File: config.mk
export PLATFORM = sky130hd
export DESIGN_NAME = hazard_detection_unit
export DESIGN_NICKNAME = d
export VERILOG_FILES = /design/src/rtl/hazard_detection_unit.sv
export SDC_FILE = /design/constraint.sdc
export NUM_CORES = 1
export LEC_CHECK = 0
export CORE_MARGIN = 3
export CORE_UTILIZATION = 35
export CTS_BUF_LIST = sky130_fd_sc_hd__clkbuf_16
export DETAILED_ROUTE_END_ITERATION = 8
export PLACE_DENSITY = 0.67
export SETUP_SLACK_MARGIN = 0.05
export SLEW_MARGIN = 5
export SYNTH_ARGS = -nofsm -noshare
export SYNTH_HDL_FRONTEND = slang
export SYNTH_SLANG_ARGS = --single-unit
File: constraint.sdc
create_clock -name clk -period 2.85 [get_ports clk]
set_clock_uncertainty 0.15 [all_clocks]
set_input_delay 0.855 -clock clk [delete_from_list [all_inputs] [get_ports clk]]
set_output_delay 0.855 -clock clk [all_outputs]
set_load 0.05 [all_outputs]
File: src/rtl/hazard_detection_unit.sv
// hazard_detection_unit: load-use hazard detection with a saturating stall-cycle counter
module hazard_detection_unit #(
  parameter int REG_BITS = 5,
  parameter int CNT_BITS = 16
) (
  input  logic                clk,
  input  logic                rst,
  input  logic [REG_BITS-1:0] rm_ID,
  input  logic [REG_BITS-1:0] rn_ID,
  input  logic [REG_BITS-1:0] rd_EX,
  input  logic [REG_BITS-1:0] rd_MEM,
  input  logic                regwrite_EX,
  input  logic                regwrite_MEM,
  input  logic                memread_EX,
  output logic                pc_stall,
  output logic                id_bubble,
  output logic                ifid_write,
  output logic [CNT_BITS-1:0] stall_count
);
  logic                w_hazard;
  logic                w_unused;
  logic [CNT_BITS-1:0] r_count;
  assign w_hazard    = memread_EX && (rd_EX != '0) && ((rd_EX == rm_ID) || (rd_EX == rn_ID));
  assign w_unused    = ^{rd_MEM, regwrite_MEM, regwrite_EX};
  assign pc_stall    = w_hazard;
  assign id_bubble   = w_hazard;
  assign ifid_write  = ~w_hazard;
  assign stall_count = r_count;
  // count stall cycles, holding at all-ones instead of wrapping
  always_ff @(posedge clk) begin
    if (rst) r_count <= '0;
    else if (w_hazard && !(&r_count)) r_count <= r_count + {{(CNT_BITS-1){1'b0}}, 1'b1};
  end
endmodule

# == After elaboration in Yosys (flattened, before gate mapping) ==
# Index checks and enable logic that the tools add are counted.
# totals
input_bits,25
output_inout_bits,19
wordCells,12
regBits,16
# classes
add_sub_neg,1
n_reduce_logical,7
bitwise,1
eq_ne,2
# op_table
cell,n
$add A16 B1 Y16 const B,1
$reduce_and A16 Y1,1
$eq A5 B5 Y1,2
$reduce_bool A5 Y1,1
$logic_and A1 B1 Y1,3
$logic_not A1 Y1,1
$logic_or A1 B1 Y1,1
$not A1 Y1,1

# == Logic depth before layout (Yosys ltp) ==
# Gate-level depths: netlist of run 1.
# logic_depth
depth_word,4
depth_mapped,7
depth_no_buf,6

# == Worst setup path before layout of run 1 ==
# No wires, ideal clock.
# synth_timing
path_type,input to output
from,input rd_EX[3]
to,output pc_stall
path_buffers,2
required_ns,1.845
t_arrival_ns,2.684
setup_slack_ns,-0.839
stages,7
cell_sequence,xor2_1 -> nor3_1 -> a22oi_2 -> buf_4 -> nand2b_1 -> inv_1 -> buf_4
# synth_via
elab_chain_cells,3
elab_cells_between_ends,6
classes_between,2 x eq/ne; 4 x reduce/logical
# synth_rtl
element,line,source
from (decl),10,"input logic [REG_BITS-1:0] rd_EX,"
$eq A5 B5 Y1 or $reduce_bool A5 Y1 (tied branches),23,assign w_hazard = memread_EX && (rd_EX != '0) && ((rd_EX == rm_ID) || (rd_EX == rn_ID));
$logic_or A1 B1 Y1 or $logic_and A1 B1 Y1 (tied branches),23,
$logic_and A1 B1 Y1 *,23,
to (decl),15,"output logic pc_stall,"
# Mark *: on every way between the ends. The rest lies on a longest branch, timed or not.

# == Worst setup path in the final report of run 1 ==
# layout_timing
from,input rd_EX[4]
to,output pc_stall
# Same word-level chain as after synthesis.

==> impl_metrics.toml, run 1 <==
[power_and_ir_drop]
clockPowerShare = 0.467
switching_share = 0.238
seqPwrFrac = 0.375
switchingPower_uw = 143
cellLeakagePower_uw = 0.000604
share_comb_of_total_power = 0.158
internal_power_uw = 457
power_density_nw_per_um2 = 354
ir_worst_vdd_mv = 0.352

[grt]
antenna_found_initial = 0
grt_overflow_total = 0
grt_pass1_vias = 1154
track_usage = 0.170
grt_pass1_wl_um = 4950
grt_start_max_net_pins = 28

[critical_path]
crit_path_end_kind = "primary output"
reg2reg_from = "stall_count[0]$_SDFFE_PP0P_"
reg2reg_to = "stall_count[2]$_SDFFE_PP0P_"
rr_worst_depth = 5
cp.required_ns = 1.85
arrival_ns = 2.06
setup.worst_path.class = "in2out"
cp-start-kind = "primary input"
critPathMaxFanout = 2
r2r_slack_ns = 0.59

[floorplanning]
dieArea_um2 = 3840
die_x_um = 62.0
coreArea_um2 = 2880
core.rowCount = 19
ioPinCount = 44
die_y_um = 62.0
initial_core_util = 0.381

[sta]
slew_headroom = 0.648
min_period_ns = 3.07
timing.final.ws_setup_ns = -0.217
max_freq_mhz = 326
finalMaxSlewViolations = 0
min_period_over_period = 1.08
finalHoldViolCount = 0
rsz0062_at_grt = "yes"
worst_pin_slew_ns = 0.528
setup_tns_ns = -0.621
setup_violations = 3

[final_layout]
largest_reg_flops = 16
layout.nets = 199
regArea_um2 = 320
fillerInstances = 270
multi_input_area_um2 = 768
antenna_cells = 0
area_delta_synth_final_pct = 54.3
drive_gt1_frac = 0.215

[synthesis]
synth_seq_cells = 16
syn_area_um2 = 1100
ys.warnings.count = 0
synth_flop_cell = "dfxtp_1"
synth_edf_count = 0
synth-async-reset-ratio = 0
syn_inst = 126
yosysSeqAreaShare = 0.292
synth.avg_cell_area_um2 = 8.71
synth.distinct_cells = 38
synth_nets = 152

[detailed_routing]
avgRoutedWirePerCell_um = 14.4
drtIter0Drc = 43
wirelength_um = 3070
first_pass_iters = 4
routed-via-count = 1168
antenna_left = 0
drt_drc_violations_left = 0
routed_via_density = 5.46

[place]
routabilityCongestion = 0.766
io_buffers = 36
dp_slack_ns = -0.616
dp_hpwl_um = 2270

[clock_network]
cts_root_buf = "clkbuf_16"
htreeDepth = 1
clock_sinks = 16
clk_latency_ns = 0.25
cts_made_buffers = 3
cts_buffer_depth = 2
clk_pin_slew_ns = 0.05
cts_tree = "built"

[outcome]
failed_checks = "negative setup slack"
status = "finished with violations"

[worst_hold_path]
hold_end = "stall_count[11]$_SDFFE_PP0P_"
hp-class = "reg2reg"
hold_path_depth = 2
hp-start = "stall_count[11]$_SDFFE_PP0P_"

[flow_run]
maxCapViolations = 0
## metal layers
metal,global-route usage,part of all wire
met5,0,0
met4,0.0545,0.010
met3,0.0455,0.074
met2,0.293,0.49
met1,0.204,0.43
## synthesized netlist by cell type (all sizes together) (2+ instances only)
library cell,number,area [um^2]
a21oi,10,50.1
nor4,4,31.3
mux2,5,63.8
o2111ai,2,17.5
nor4b,2,23.8
nor2b,5,31.3
o21ai,6,30.0
nand3,7,35.0
o31ai,8,73.8
or4,9,71.3
buf,4,35.0
and4,2,17.5
nor3,3,15.0
inv,2,7.51
clkbuf,2,7.51
or3,2,12.5
nand4,4,31.3
nor2,9,33.8
xor2,10,87.6
nand2,5,18.8
nand2b,2,12.5
dfxtp,16,320
## layout by cell type, fill, tap and decap left out, types with 2 or more instances in the layout
| master | synthesis | layout |
|---|---|---|
| xor2_1 | 10 | 10 |
| mux2_4 | 2 | 2 |
| nor3_2 | 0 | 2 |
| nor2_1 | 9 | 9 |
| dfxtp_1 | 16 | 16 |
| and4_1 | 2 | 2 |
| buf_6 | 0 | 2 |
| o21ai_0 | 6 | 6 |
| dlygate4sd2_1 | 0 | 11 |
| mux2_1 | 2 | 2 |
| nor4_1 | 3 | 3 |
| clkdlybuf4s50_1 | 0 | 18 |
| o31ai_1 | 7 | 7 |
| or3_1 | 2 | 2 |
| nand2_1 | 5 | 5 |
| buf_8 | 1 | 3 |
| nand3_1 | 7 | 7 |
| nand4_1 | 3 | 3 |
| or4_1 | 8 | 8 |
| o2111ai_1 | 2 | 2 |
| clkbuf_16 | 0 | 3 |
| buf_4 | 2 | 11 |
| nor2b_1 | 5 | 5 |
| a21oi_1 | 10 | 10 |
| nor4b_4 | 0 | 2 |
## area by class of cell
class	instances	share of cell area
inverters	2	0.00665
multi-input cells	102	0.454
flip-flops and latches	16	0.189
well taps	42	0.0310
repair buffers	48	0.273
clock inverters	1	0.00222
clock buffers	3	0.0443
## how the worst max path moves through the flow
| stage | slack [ns] | endpoint | startpoint | depth (start not counted) |
|---|---|---|---|---|
| 6_report | -0.22 | pc_stall | rd_EX[4] | 6 |
| 3_5_place_dp | -0.62 | pc_stall | rd_EX[2] | 6 |
| 4_1_cts | -0.25 | pc_stall | rd_EX[4] | 6 |
| 3_3_place_gp | -0.57 | id_bubble | rd_EX[2] | 6 |
| 2_1_floorplan | -0.49 | pc_stall | rd_EX[1] | 5 |
| 5_1_grt | -0.25 | pc_stall | rd_EX[4] | 6 |
## logic make-up (layout without fill, tap and decap cells)
family	after synthesis	after routing	synth area share
AOI/OAI and AO/OA	29	29	0.188
xor gates and xnor gates	10	10	0.0798
adders and majority gates	1	1	0.0114
buffers and inverters	8	54	0.0456
DFF	16	16	0.292
muxes	5	5	0.0582
and+or+nand+nor	57	57	0.325
## timing repair
action                                 CTS  global route
pin swaps                               13             1
hold buffers                             0             0
endpoints found under the hold margin    0             0
setup endpoints to repair                8            17
gates resized for setup                 37             3
buffers inserted                         5             0
## critical path, stage by stage
cell        delay [ns]
buf_8             0.09
or4_4             0.54
o21a_4            0.23
nand2b_4          0.08
clkinvlp_4        0.11
buf_8             0.16
## power by group through the flow
stage / Sequential [uW] / Combinational, uW / Clock, uW
floorplan: 232 / 43.8 / 0
global placement: 230 / 87.9 / 0
detailed placement: 230 / 91.1 / 0
CTS: 225 / 93.5 / 282
global route: 225 / 102 / 298
finish: 225 / 94.6 / 280
## metrics by stage
| step | hold slack [ns] | instance area (um^2) | instances | total power [uW] | utilization |
|---|---|---|---|---|---|
| 3_3_place_gp | 0.346 | 1550 | 207 | 318 | 0.539 |
| 6_report | 0.372 | 1690 | 214 | 600 | 0.589 |
| 2_1_floorplan | 0.575 | 1110 | 126 | 275 | - |
| 3_5_place_dp | 0.364 | 1550 | 207 | 321 | 0.539 |
| 5_1_grt | 0.400 | 1690 | 214 | 625 | 0.589 |
| 4_1_cts | 0.373 | 1680 | 215 | 601 | 0.585 |
Power figures use the tool's default switching activity.
==> inputs of run 2 (changes only) <==
--- a/config.mk
+++ b/config.mk
@@ -5,11 +5,13 @@
 export SDC_FILE = /design/constraint.sdc
 export NUM_CORES = 1
 export LEC_CHECK = 0
-export CORE_MARGIN = 3
-export CORE_UTILIZATION = 35
+export CELL_PAD_IN_SITES_DETAIL_PLACEMENT = 0
+export CELL_PAD_IN_SITES_GLOBAL_PLACEMENT = 2
+export CORE_MARGIN = 4
+export CORE_UTILIZATION = 24
 export CTS_BUF_LIST = sky130_fd_sc_hd__clkbuf_16
 export DETAILED_ROUTE_END_ITERATION = 8
-export PLACE_DENSITY = 0.67
+export PLACE_DENSITY_LB_ADDON = 0.1
 export SETUP_SLACK_MARGIN = 0.05
 export SLEW_MARGIN = 5
 export SYNTH_ARGS = -nofsm -noshare
==> run 2 against run 1 <==
Effect of this change:
- the flow still finishes with violations (negative setup slack)
- clock power is essentially flat
- critical path type unchanged
- core utilization shrank 21 points
- via count shrank 2.2%
- cell area shrank 1.4%
- largest power group unchanged
- sequential power is essentially flat
- worst hold slack lost 0.010 ns
- wire length grew 0.91%
==> impl_metrics.toml, run 2 (same netlist as run 1, synthesis figures left out) <==
[outcome]
status = "finished with violations"
failed_checks = "negative setup slack"

[final_layout]
layout.nets = 199
drive_gt1_frac = 0.215
final_common_cell = "clkdlybuf4s50_1"
finalNonFillerCells = 224
fillerInstances = 449
area_delta_synth_final_pct = 52.1
largest_reg_flops = 16
layout_common_cells = "18 x clkdlybuf4s50_1, 16 x dfxtp_1, 12 x buf_4, 11 x dlygate4sd2_1"
multi_input_area_um2 = 744
regArea_um2 = 320
antenna_cells = 0

[clock_network]
htreeDepth = 1
cts_tree = "built"
clk_pin_slew_ns = 0.05
clk_latency_ns = 0.25
clock_sinks = 16
cts_hold_buf = 0
cts_made_buffers = 3
cts_buffer_depth = 2
cts_root_buf = "clkbuf_16"

[floorplanning]
die_y_um = 75.6
coreArea_um2 = 4380
ioPinCount = 44
dieArea_um2 = 5720
core.rowCount = 24
die_x_um = 75.6
initial_core_util = 0.250

[sta]
worst_pin_slew_ns = 0.505
finalHoldViolCount = 0
worst_hold_slack_ns = 0.361
finalMaxSlewViolations = 0
min_period_over_period = 1.07
setup_violations = 3
min_period_ns = 3.06
rsz0062_at_grt = "yes"
slew_headroom = 0.662
timing.final.ws_setup_ns = -0.211
max_freq_mhz = 327

[grt]
grt_pass1_wl_um = 4910
antenna_found_initial = 0
top_usage_layer = "met2"
track_usage = 0.111
grt_overflow_total = 0
grt_start_max_net_pins = 28
gr-usage-met2 = 0.185
grt.met3_usage = 0.0277
grt_pass1_vias = 1087
gr-usage-met1 = 0.140

[place]
dp_slack_ns = -0.566
io_buffers = 36
dp_hpwl_um = 2300
dpl.cell_count = 219
routabilityCongestion = 0.687

[detailed_routing]
routed-via-count = 1142
wirelength_um = 3100
drt_drc_violations_left = 0
avgRoutedWirePerCell_um = 13.8
routed_via_density = 5.10
antenna_left = 0
first_pass_iters = 4
drtIter0Drc = 21

[critical_path]
rr_worst_depth = 5
crit_cells = 6
cp-start-kind = "primary input"
reg2reg_from = "stall_count[0]$_SDFFE_PP0P_"
cp.required_ns = 1.85
reg2reg_to = "stall_count[2]$_SDFFE_PP0P_"
r2r_slack_ns = 0.67
critPathMaxFanout = 2
worstPathCellList = "buf_6 -> or4_4 -> o21a_4 -> nand2b_4 -> clkinvlp_4 -> buf_8"
cp_num_buf_inv = 3
crit_start = "rd_EX[2]"
max_stage_delay_ns = 0.53
cp_top_family = "simple AND/OR/NAND/NOR gates"
critPathSlowestCell = "or4_4"
setup.worst_path.class = "in2out"
arrival_ns = 2.06
crit_path_end_kind = "primary output"

[worst_hold_path]
hp-start = "stall_count[1]$_SDFFE_PP0P_"
hold_path_depth = 2
hold_end = "stall_count[1]$_SDFFE_PP0P_"
hp-class = "reg2reg"

[power_and_ir_drop]
power_density_nw_per_um2 = 357
cellLeakagePower_uw = 0.000581
ir_worst_vdd_mv = 0.164

[flow_run]
maxCapViolations = 0
==> run 2: cell type report <==
class | count | share of cell area
tap | 52 | 0.0390
timing repair buffer | 48 | 0.269
sequential | 16 | 0.192
multi-input combinational | 102 | 0.446
clock buffer | 3 | 0.0450
clock inverter | 1 | 0.00225
inverter | 2 | 0.00675
==> run 2: worst max path at each step <==
stage                            to
after floorplan            pc_stall
after global placement    id_bubble
after detailed placement  id_bubble
after CTS                 id_bubble
after global routing       pc_stall
final                     id_bubble
==> run 2: timing repair <==
item                                    CTS  global route
resized for setup                        34             1
pin swaps                                12             2
endpoints found under the setup margin   14             3
setup buffers                             0             1
==> run 2: tightest hold or removal path: stages, from the launching register on <==
cell and delay, ns:
dfxtp_1 0.33, o21ai_0 0.07, a21oi_1 0.06
==> run 2: routing by layer <==
metal | part of all wire | vias to the layer above
li1 | - | 577
met1 | 0.45 | 533
met2 | 0.48 | 28
met3 | 0.056 | 4
met4 | 0.013 | 0
met5 | 0 | -
==> run 2: per-stage QoR <==
stage	instance area [um^2]	TNS (ns)	total power (uW)	util
finish	1670	-0.602	596	0.381
global route	1670	-0.677	624	0.381
CTS	1660	-0.705	602	0.378
detailed placement	1580	-5.20	323	0.360
global placement	1580	-4.96	322	0.360
floorplan	1110	-0.731	275	-
==> run 2: power by group <==
group / switching [uW] / internal [uW] / total (uW) / leakage, uW
clock network: 93.1 / 186 / 279 / 0.0000385
registers: 0.665 / 224 / 225 / 0.000129
logic: 46.9 / 44.2 / 91.1 / 0.000414
==> inputs of run 3 (changes only) <==
--- a/config.mk
+++ b/config.mk
@@ -5,6 +5,7 @@
 export SDC_FILE = /design/constraint.sdc
 export NUM_CORES = 1
 export LEC_CHECK = 0
+export CAP_MARGIN = 10
 export CELL_PAD_IN_SITES_DETAIL_PLACEMENT = 0
 export CELL_PAD_IN_SITES_GLOBAL_PLACEMENT = 2
 export CORE_MARGIN = 4
==> results of run 3 <==
The final DEF is identical to that of run 2; final timing and power are the same.
